**src/rtl/register_file_mp.sv**
```systemverilog
// register_file_mp
//   Multi-read-port integer register file with a built-in scoreboard. It sits
//   between decode (reads and issue) and writeback (writes) of the core. Read
//   ports are registered, so data appears one cycle after the address. x0
//   always reads as zero. The stack pointer register resets to the stack top.
//   A busy bit per register records an outstanding write, so decode can stall
//   on RAW hazards.
//
//   Build option: define RF_BYPASS_EN to enable write-to-read forwarding.
//   Without it, a port reading the register being written in the same cycle
//   gets the old value and the old busy bit (read-before-write).
//
// Parameters
//   XLEN     data width
//   NREGS    register count (power of two, >= 2), AW = $clog2(NREGS)
//   NREAD    number of read ports (1..4)
//   SP_IDX   register loaded with SP_INIT on reset (0 < SP_IDX < NREGS)
//   SP_INIT  stack pointer reset value, truncated to XLEN
//
// Ports
//   clk         clock, rising edge
//   rst         asynchronous active-high reset
//   r_en        read enable shared by all ports
//   rs_addr     read addresses, port k at [k*AW +: AW]
//   rs_data     registered read data, port k at [k*XLEN +: XLEN]
//   rs_busy     registered busy flag of each read address
//   w_en        write enable
//   rd          write address
//   write_data  write data
//   iss_en      issue: mark iss_rd as pending
//   iss_rd      destination register of the issued instruction
//   flush       clear all busy bits
//   busy_vec    live scoreboard state, bit 0 always 0
module register_file_mp #(
  parameter int          XLEN    = 32,
  parameter int          NREGS   = 32,
  parameter int          NREAD   = 2,
  parameter int          SP_IDX  = 2,
  parameter logic [31:0] SP_INIT = 32'h80000FFC
) (
  input  logic                                clk,
  input  logic                                rst,
  input  logic                                r_en,
  input  logic [NREAD*$clog2(NREGS)-1:0]      rs_addr,
  output logic [NREAD*XLEN-1:0]               rs_data,
  output logic [NREAD-1:0]                    rs_busy,
  input  logic                                w_en,
  input  logic [$clog2(NREGS)-1:0]            rd,
  input  logic [XLEN-1:0]                     write_data,
  input  logic                                iss_en,
  input  logic [$clog2(NREGS)-1:0]            iss_rd,
  input  logic                                flush,
  output logic [NREGS-1:0]                    busy_vec
);

  localparam int AW = $clog2(NREGS);
  localparam logic [XLEN-1:0] SP_RST = XLEN'(SP_INIT);

  generate
    if ((NREGS < 2) || ((1 << AW) != NREGS))
      $error("register_file_mp: NREGS must be a power of two >= 2");
    if ((NREAD < 1) || (NREAD > 4))
      $error("register_file_mp: NREAD must be 1..4");
    if ((SP_IDX <= 0) || (SP_IDX >= NREGS))
      $error("register_file_mp: SP_IDX must satisfy 0 < SP_IDX < NREGS");
  endgenerate

  logic [XLEN-1:0]       regs [NREGS];
  logic [NREGS-1:0]      busy;
  logic [NREGS-1:0]      busy_next;
  logic [NREAD*XLEN-1:0] rs_data_next;
  logic [NREAD-1:0]      rs_busy_next;
  logic [AW-1:0]         port_addr;

  logic write_hit;
  assign write_hit = w_en && (rd != '0);

  // Register storage. x0 is never written, so it stays at its reset value of 0.
  always_ff @(posedge clk or posedge rst) begin
    if (rst) begin
      for (int i = 0; i < NREGS; i++)
        regs[i] <= (i == SP_IDX) ? SP_RST : '0;
    end else if (write_hit) begin
      regs[rd] <= write_data;
    end
  end

  // Scoreboard next state. A clear and a set of the same index in one cycle
  // means a new producer has issued, so the set is applied last and wins.
  // Flush overrides everything.
  always_comb begin
    busy_next = busy;
    if (write_hit)
      busy_next[rd] = 1'b0;
    if (iss_en && (iss_rd != '0))
      busy_next[iss_rd] = 1'b1;
    if (flush)
      busy_next = '0;
    busy_next[0] = 1'b0;
  end

  always_ff @(posedge clk or posedge rst) begin
    if (rst)
      busy <= '0;
    else
      busy <= busy_next;
  end

  assign busy_vec = busy;

  // Read ports. When r_en is low the outputs hold their values. With
  // forwarding enabled, a port that reads the register being written takes
  // write_data and the post-writeback busy bit. That bit is 1 only if the
  // register was re-issued in the same cycle. Other reads see the pre-edge
  // state, so an issue in the same cycle is not yet visible.
  always_comb begin
    rs_data_next = rs_data;
    rs_busy_next = rs_busy;
    port_addr    = '0;
    if (r_en) begin
      for (int k = 0; k < NREAD; k++) begin
        port_addr = rs_addr[k*AW +: AW];
        if (port_addr == '0) begin
          rs_data_next[k*XLEN +: XLEN] = '0;
          rs_busy_next[k]              = 1'b0;
        end
`ifdef RF_BYPASS_EN
        else if (write_hit && (rd == port_addr)) begin
          rs_data_next[k*XLEN +: XLEN] = write_data;
          rs_busy_next[k]              = busy_next[port_addr];
        end
`endif
        else begin
          rs_data_next[k*XLEN +: XLEN] = regs[port_addr];
          rs_busy_next[k]              = busy[port_addr];
        end
      end
    end
  end

  always_ff @(posedge clk or posedge rst) begin
    if (rst) begin
      rs_data <= '0;
      rs_busy <= '0;
    end else begin
      rs_data <= rs_data_next;
      rs_busy <= rs_busy_next;
    end
  end

endmodule

```
**config.mk**
```make
export PLATFORM = sky130hd
export DESIGN_NAME = register_file_mp
export DESIGN_NICKNAME = d
export VERILOG_FILES = /design/src/rtl/register_file_mp.sv
export SDC_FILE = /design/constraint.sdc
export NUM_CORES = 2
export LEC_CHECK = 0
export ABC_AREA = 1
export BUFFER_PORTS_ARGS = -buffer_cell sky130_fd_sc_hd__buf_2
export CAP_MARGIN = 0
export CORE_MARGIN = 4
export CORE_UTILIZATION = 30
export CTS_BUF_LIST = sky130_fd_sc_hd__clkbuf_4 sky130_fd_sc_hd__clkbuf_8 sky130_fd_sc_hd__clkbuf_16
export CTS_CLUSTER_SIZE = 30
export DETAILED_ROUTE_END_ITERATION = 10
export PLACE_DENSITY = 0.42
export SYNTH_ARGS = -nofsm -noshare
export SYNTH_HDL_FRONTEND = slang
export SYNTH_SLANG_ARGS = --single-unit
```
**constraint.sdc**
```tcl
create_clock -name clk -period 70.5 [get_ports clk]
set_input_delay 3.525 -clock clk [delete_from_list [all_inputs] [get_ports clk]]
set_output_delay 3.525 -clock clk [all_outputs]
set_load 0.03 [all_outputs]
```
-- After elaboration in Yosys (flattened, before gate mapping)
Index checks and enable logic that the tools add are counted.
W data, S select, Z words.
- magnitude comparators: 10
- multiplexer cells: 24
- bitwise gates (word level): 6
- reduce and logical (&&, ||, !) cells: 9
- operators by type and width (kind ; count):
    $bwmux W1024 ; 1
    $bmux W32 S5 ; 2
    $mux W32 ; 10
    $demux W32 S5 ; 1
    $and A32 B32 Y32 ; 1
    $not A32 Y32 ; 1
    $or A32 B32 Y32 ; 1
    $lt A5 B6 Y1 const B ; 4
    $ge A6 B6 Y1 const B ; 3
    $not A5 Y6 ; 3
    $bmux W1 S5 ; 2
    $demux W1 S5 ; 2
    $ge A5 B1 Y1 const B ; 2
    $logic_not A5 Y1 ; 2
    $reduce_bool A5 Y1 ; 2
    $lt A6 B1 Y1 const B ; 1
    $mux W1 ; 6
    $logic_and A1 B1 Y1 ; 5
- flip-flop bits (word level): 1121
- word-level logic and storage cells: 84

-- Longest topological paths before layout
- depth after elaboration: 10
- depth in mapped cells: 14
- mapped depth without buffers: 11

-- Worst setup path before layout
OpenSTA, ideal clock, no wires.
- kind: in2reg
- start: input rs_addr[7]
- end: register rs_busy[1]
- setup time: 0.117 ns
- arrival time: 4.599 ns
- slack: 65.783 ns
- stages on the path: 9
- path through: buf_2 -> nor2_1 -> buf_2 -> inv_1 -> o21ai_0 -> inv_1 -> buf_2 -> nand3_1 -> nand2_1
- cells in the longest elaborated chain, start to end: 3
- RTL lines (element ; line ; RTL):
    start: declaration ; 44 ; input logic [NREAD*$clog2(NREGS)-1:0] rs_addr,
    $bmux W1 S5 ; 135 ; rs_busy_next[k] = busy[port_addr];
    $mux W1 (implied by the code) ; 135 ;
    $mux W1 (*) ; 123 ; if (port_addr == '0) begin
    end signal: assignment ; 147 ; rs_busy <= rs_busy_next;
    end: declaration ; 46 ; output logic [NREAD-1:0] rs_busy,
Mark *: on every way between the ends. The rest lies on a longest branch, timed or not. The select of a mux whose other input is x is not followed.
A chain may end at the register's enable or synchronous reset.

==> impl_summary.txt <==
----------------------------------------------------
[Status]
  Run status ... finished clean

[Die]
  Row Count ... 164
  Height of the chip ... 458.0 um
  Area of the core ... 200500 sq um
  X dimension of the die ... 458.0 um
  Initial core utilization ... 30.30%
  Top-level port count ... 156
  Die area ... 209800 sq um

[Power and ir drop]
  VDD IR max ... 24.88 uV
  PwrDens ... 28.86 nW/um^2
  Power consumption ... 1.947 mW
  Leakage power total ... 32.27 nW

[Layout]
  Fill cells ... 21.47k
  Combined flip-flop and latch cell area ... 28070 sq um
  Synth-to-Final Area Change ... 11.05%
  Area used by multi-input combinational logic ... 29340 sq um
  Layout cell share with drive strength beyond 1 ... 6.774%
  Layout net count ... 8481
  Core utilization of the finished layout ... 33.65%

[Global route]
  Grt total ovfl ... 0
  Global-route usage over all layers ... 26.97%
  Initial antenna violation count ... 10
  Via count of the first global-routing pass ... 57.78k
  First-pass GRT wire length ... 421400 um
  Pin count of the biggest net entering global routing ... 159

[Timing]
  Portion of the clock cycle consumed by the worst path in the final layout ... 10.14%
  Final count of hold timing violations ... 0
  Relative slew slack ... 16.56%
  Setup violations, final ... 0
  Slew at the pin with the worst max-slew slack ... 1.242 ns
  Post-route worst setup slack ... 63.35 ns
  Setup repair after global routing missed its margin ... no
  Worst hold margin ... 0.3989 ns
  Clk_skew ... 0.02147 ns
  Shortest clock period the worst path allows after layout ... 7.148 ns
  Max Slew Vio Count ... 0
  Highest achievable clock rate ... 139.9 MHz
  Total negative slack for setup checks ... 0 ns

[Setup path]
  Delay of the slowest cell on the worst path ... 0.80 ns
  Launching element type of the critical path ... input port
  Top Family by Delay on Critical Path ... buffers and inverters
  Worst Path Arrival ... 7.93 ns
  Most frequent cell on the critical path ... buf_4
  CP max FO ... 116
  Reg-to-Reg Start ... busy_vec[30]
  Timing startpoint of the critical path ... rst
  Setup Crit Path Kind ... input port to async pin
  Buffers plus inverters on the worst setup path ... 7
  Crit path required time ... 71.28 ns
  Max stage delay cell, worst path ... buf_4
  Critical Path, Cell by Cell ... buf_2 > inv_8 > buf_4 > buf_12 > buf_4 > buf_4 > buf_4
  CP Capture Type ... async pin

[Synthesis]
  Mux cell area share after synthesis ... 0%
  Most instantiated flip-flop cell in the synthesis netlist ... dfrtp_1
  Register area share after synthesis ... 46.20%
  Most frequent cells after synthesis ... nand2_1, nand3_1, dfrtp_1, o21ai_0, clkbuf_1
  Dominant combinational cell family by area after synthesis ... simple AND/OR/NAND/NOR gates
  Ys async rst share ... 100.0%
  Simple-gate share of the synthesized area ... 36.75%
  Count of distinct cell types in the synthesized netlist ... 27
  Cell area after technology mapping ... 60750 sq um
  Fraction of the mapped netlist area in adder cells ... 0%
  Number of enable-type register cells in the synthesized netlist ... 0
  Synthesized area per cell ... 6.888 sq um
  Flops & latches, synth ... 1121
  Compound-Gate Fraction of Synth Area ... 11.14%
  Mapped Cells ... 8820
  Area fraction of the dominant cell type after synthesis ... 45.72%
  Number of warnings reported in the yosys synthesis log ... 0
  Leading post-synthesis cells by cell area ... dfrtp_1, nand2_1, nand3_1, o21ai_0, a21oi_1
  Fraction of synthesized cell area in xor and xnor cells ... 0%
  Most instantiated library cell after synthesis ... nand2_1
  Cell type contributing the most total cell area after synthesis ... dfrtp_1
  Post-Syn Nets ... 8878

[Drt]
  Post-route antenna net violation count ... 0
  Vias per cell ... 5.376
  DRC violation count after routing ... 0
  Total length of routed wires ... 289600 um
  Routed length on met1 ... 127800 um
  Highest routed layer ... met5
  Violation count after the first detailed-route iteration ... 6889
  Met2 layer wire length in the routed design ... 132500 um
  First-pass iteration count of the detailed router ... 6
  Detailed-route via count ... 60.18k
  Average wire length per cell after detail routing ... 25.87 um
  Routed length on met3 ... 18520 um

[Worst hold path]
  Beginning of the worst hold path ... regs[1023]
  Path category of the worst min-delay check ... flip-flop to flip-flop

[Clocking]
  Root buffer cell ... clkbuf_16
  # clock sinks ... 1121
  Clock edge transition at the registers on the reported setup and hold paths ... 0.06 ns
  Number of buffers inserted for hold repair after clock tree synthesis ... 0
  Source-to-sink clock delay at the later pin of the worst-skew pair ... 0.79 ns
  Max clock buf depth ... 3
  Number of gates given a new drive strength after cts ... 0
  Buffer count from post-CTS setup fixing ... 0
  Clock tree from TritonCTS ... done
  H-tree levels ... 4
  Number of CTS-inserted buffers ... 139

[Place]
  Buffers on Ports ... 154
  RePlAce Congestion ... 0.8004
  Minimum setup slack after placement ... 62.25 ns
  Placed wire-length estimate ... 150600 um

[Run]
  Max-cap viol count ... 0

----------------------------------------------------
[through the flow]
stage | instance area, sq um | cells
2_1_floorplan | 60750 | 8820
3_3_place_gp | 62810 | 10940
3_5_place_dp | 62810 | 10940
4_1_cts | 67450 | 11190
5_1_grt | 67460 | 11190
6_report | 67470 | 11190
[power by group]
group	switching (mW)	leakage, nW	internal (mW)
Combinational	0.236	15.4	0.118
Sequential	0.0940	14.5	0.758
Clock	0.303	2.37	0.438
[cells by family after synthesis]
group / Yosys count
AO/OA/AOI/OAI: 1352
buffers and inverters: 869
flip-flops: 1121
other: 1
AND/OR/NAND/NOR: 5477
[area by class of cell]
class / count / area share, %
Tap cell: 2656 / 4.926
Timing Repair Buffer: 256 / 2.604
Inverter: 75 / 0.4896
Clock inverter: 28 / 0.3579
Multi-Input combinational cell: 6830 / 43.49
Antenna cell: 5 / 0.01855
Clock buffer: 222 / 6.519
Sequential cell: 1121 / 41.60
[sequential cells by signal (all words and copies together), names as in the netlist]
signal / flops
regs: 1024
busy_vec: 31
rs_busy: 2
rs_data: 64
[path summary, 6_finish.rpt]
path                          endpoint  slack, ns  cells after the start
min in group asynchronous    regs[883]       2.81                      2
max in group clk           rs_data[60]      63.51                     13
setup reg to reg            rs_busy[1]      68.86                      8
hold reg to reg             regs[1023]       0.40                      0
setup / recovery             regs[803]      63.35                      7
hold / removal              regs[1023]       0.40                      0
[placed cells by master (no fill, tap or decap), types with 64 or more instances in the layout]
cell / n
nand2_1: 4079
nand3_1: 1144
dfrtp_1: 1110
o21ai_0: 815
a21oi_1: 418
clkbuf_16: 147
buf_2: 146
nor2_1: 139
o21ai_1: 118
buf_4: 90
nand3b_1: 64
[worst register-to-register path, cell delays in order (launching register included)]
cell and delay, ns:
dfrtp_1 0.54, nand2_1 0.14, nand3_1 0.09, nand3_1 0.13
nand3_1 0.24, nand2_1 0.15, nand2_1 0.06, nand3_1 0.12
nand2_1 0.06
[routing by layer]
metal,global-route usage (%),vias up
met5,0,-
met2,43.55,2379
li1,-,27680
met1,36.96,29640
met4,9.619,4
met3,3.685,485
No activity file was read; power rests on OpenSTA's default activity.
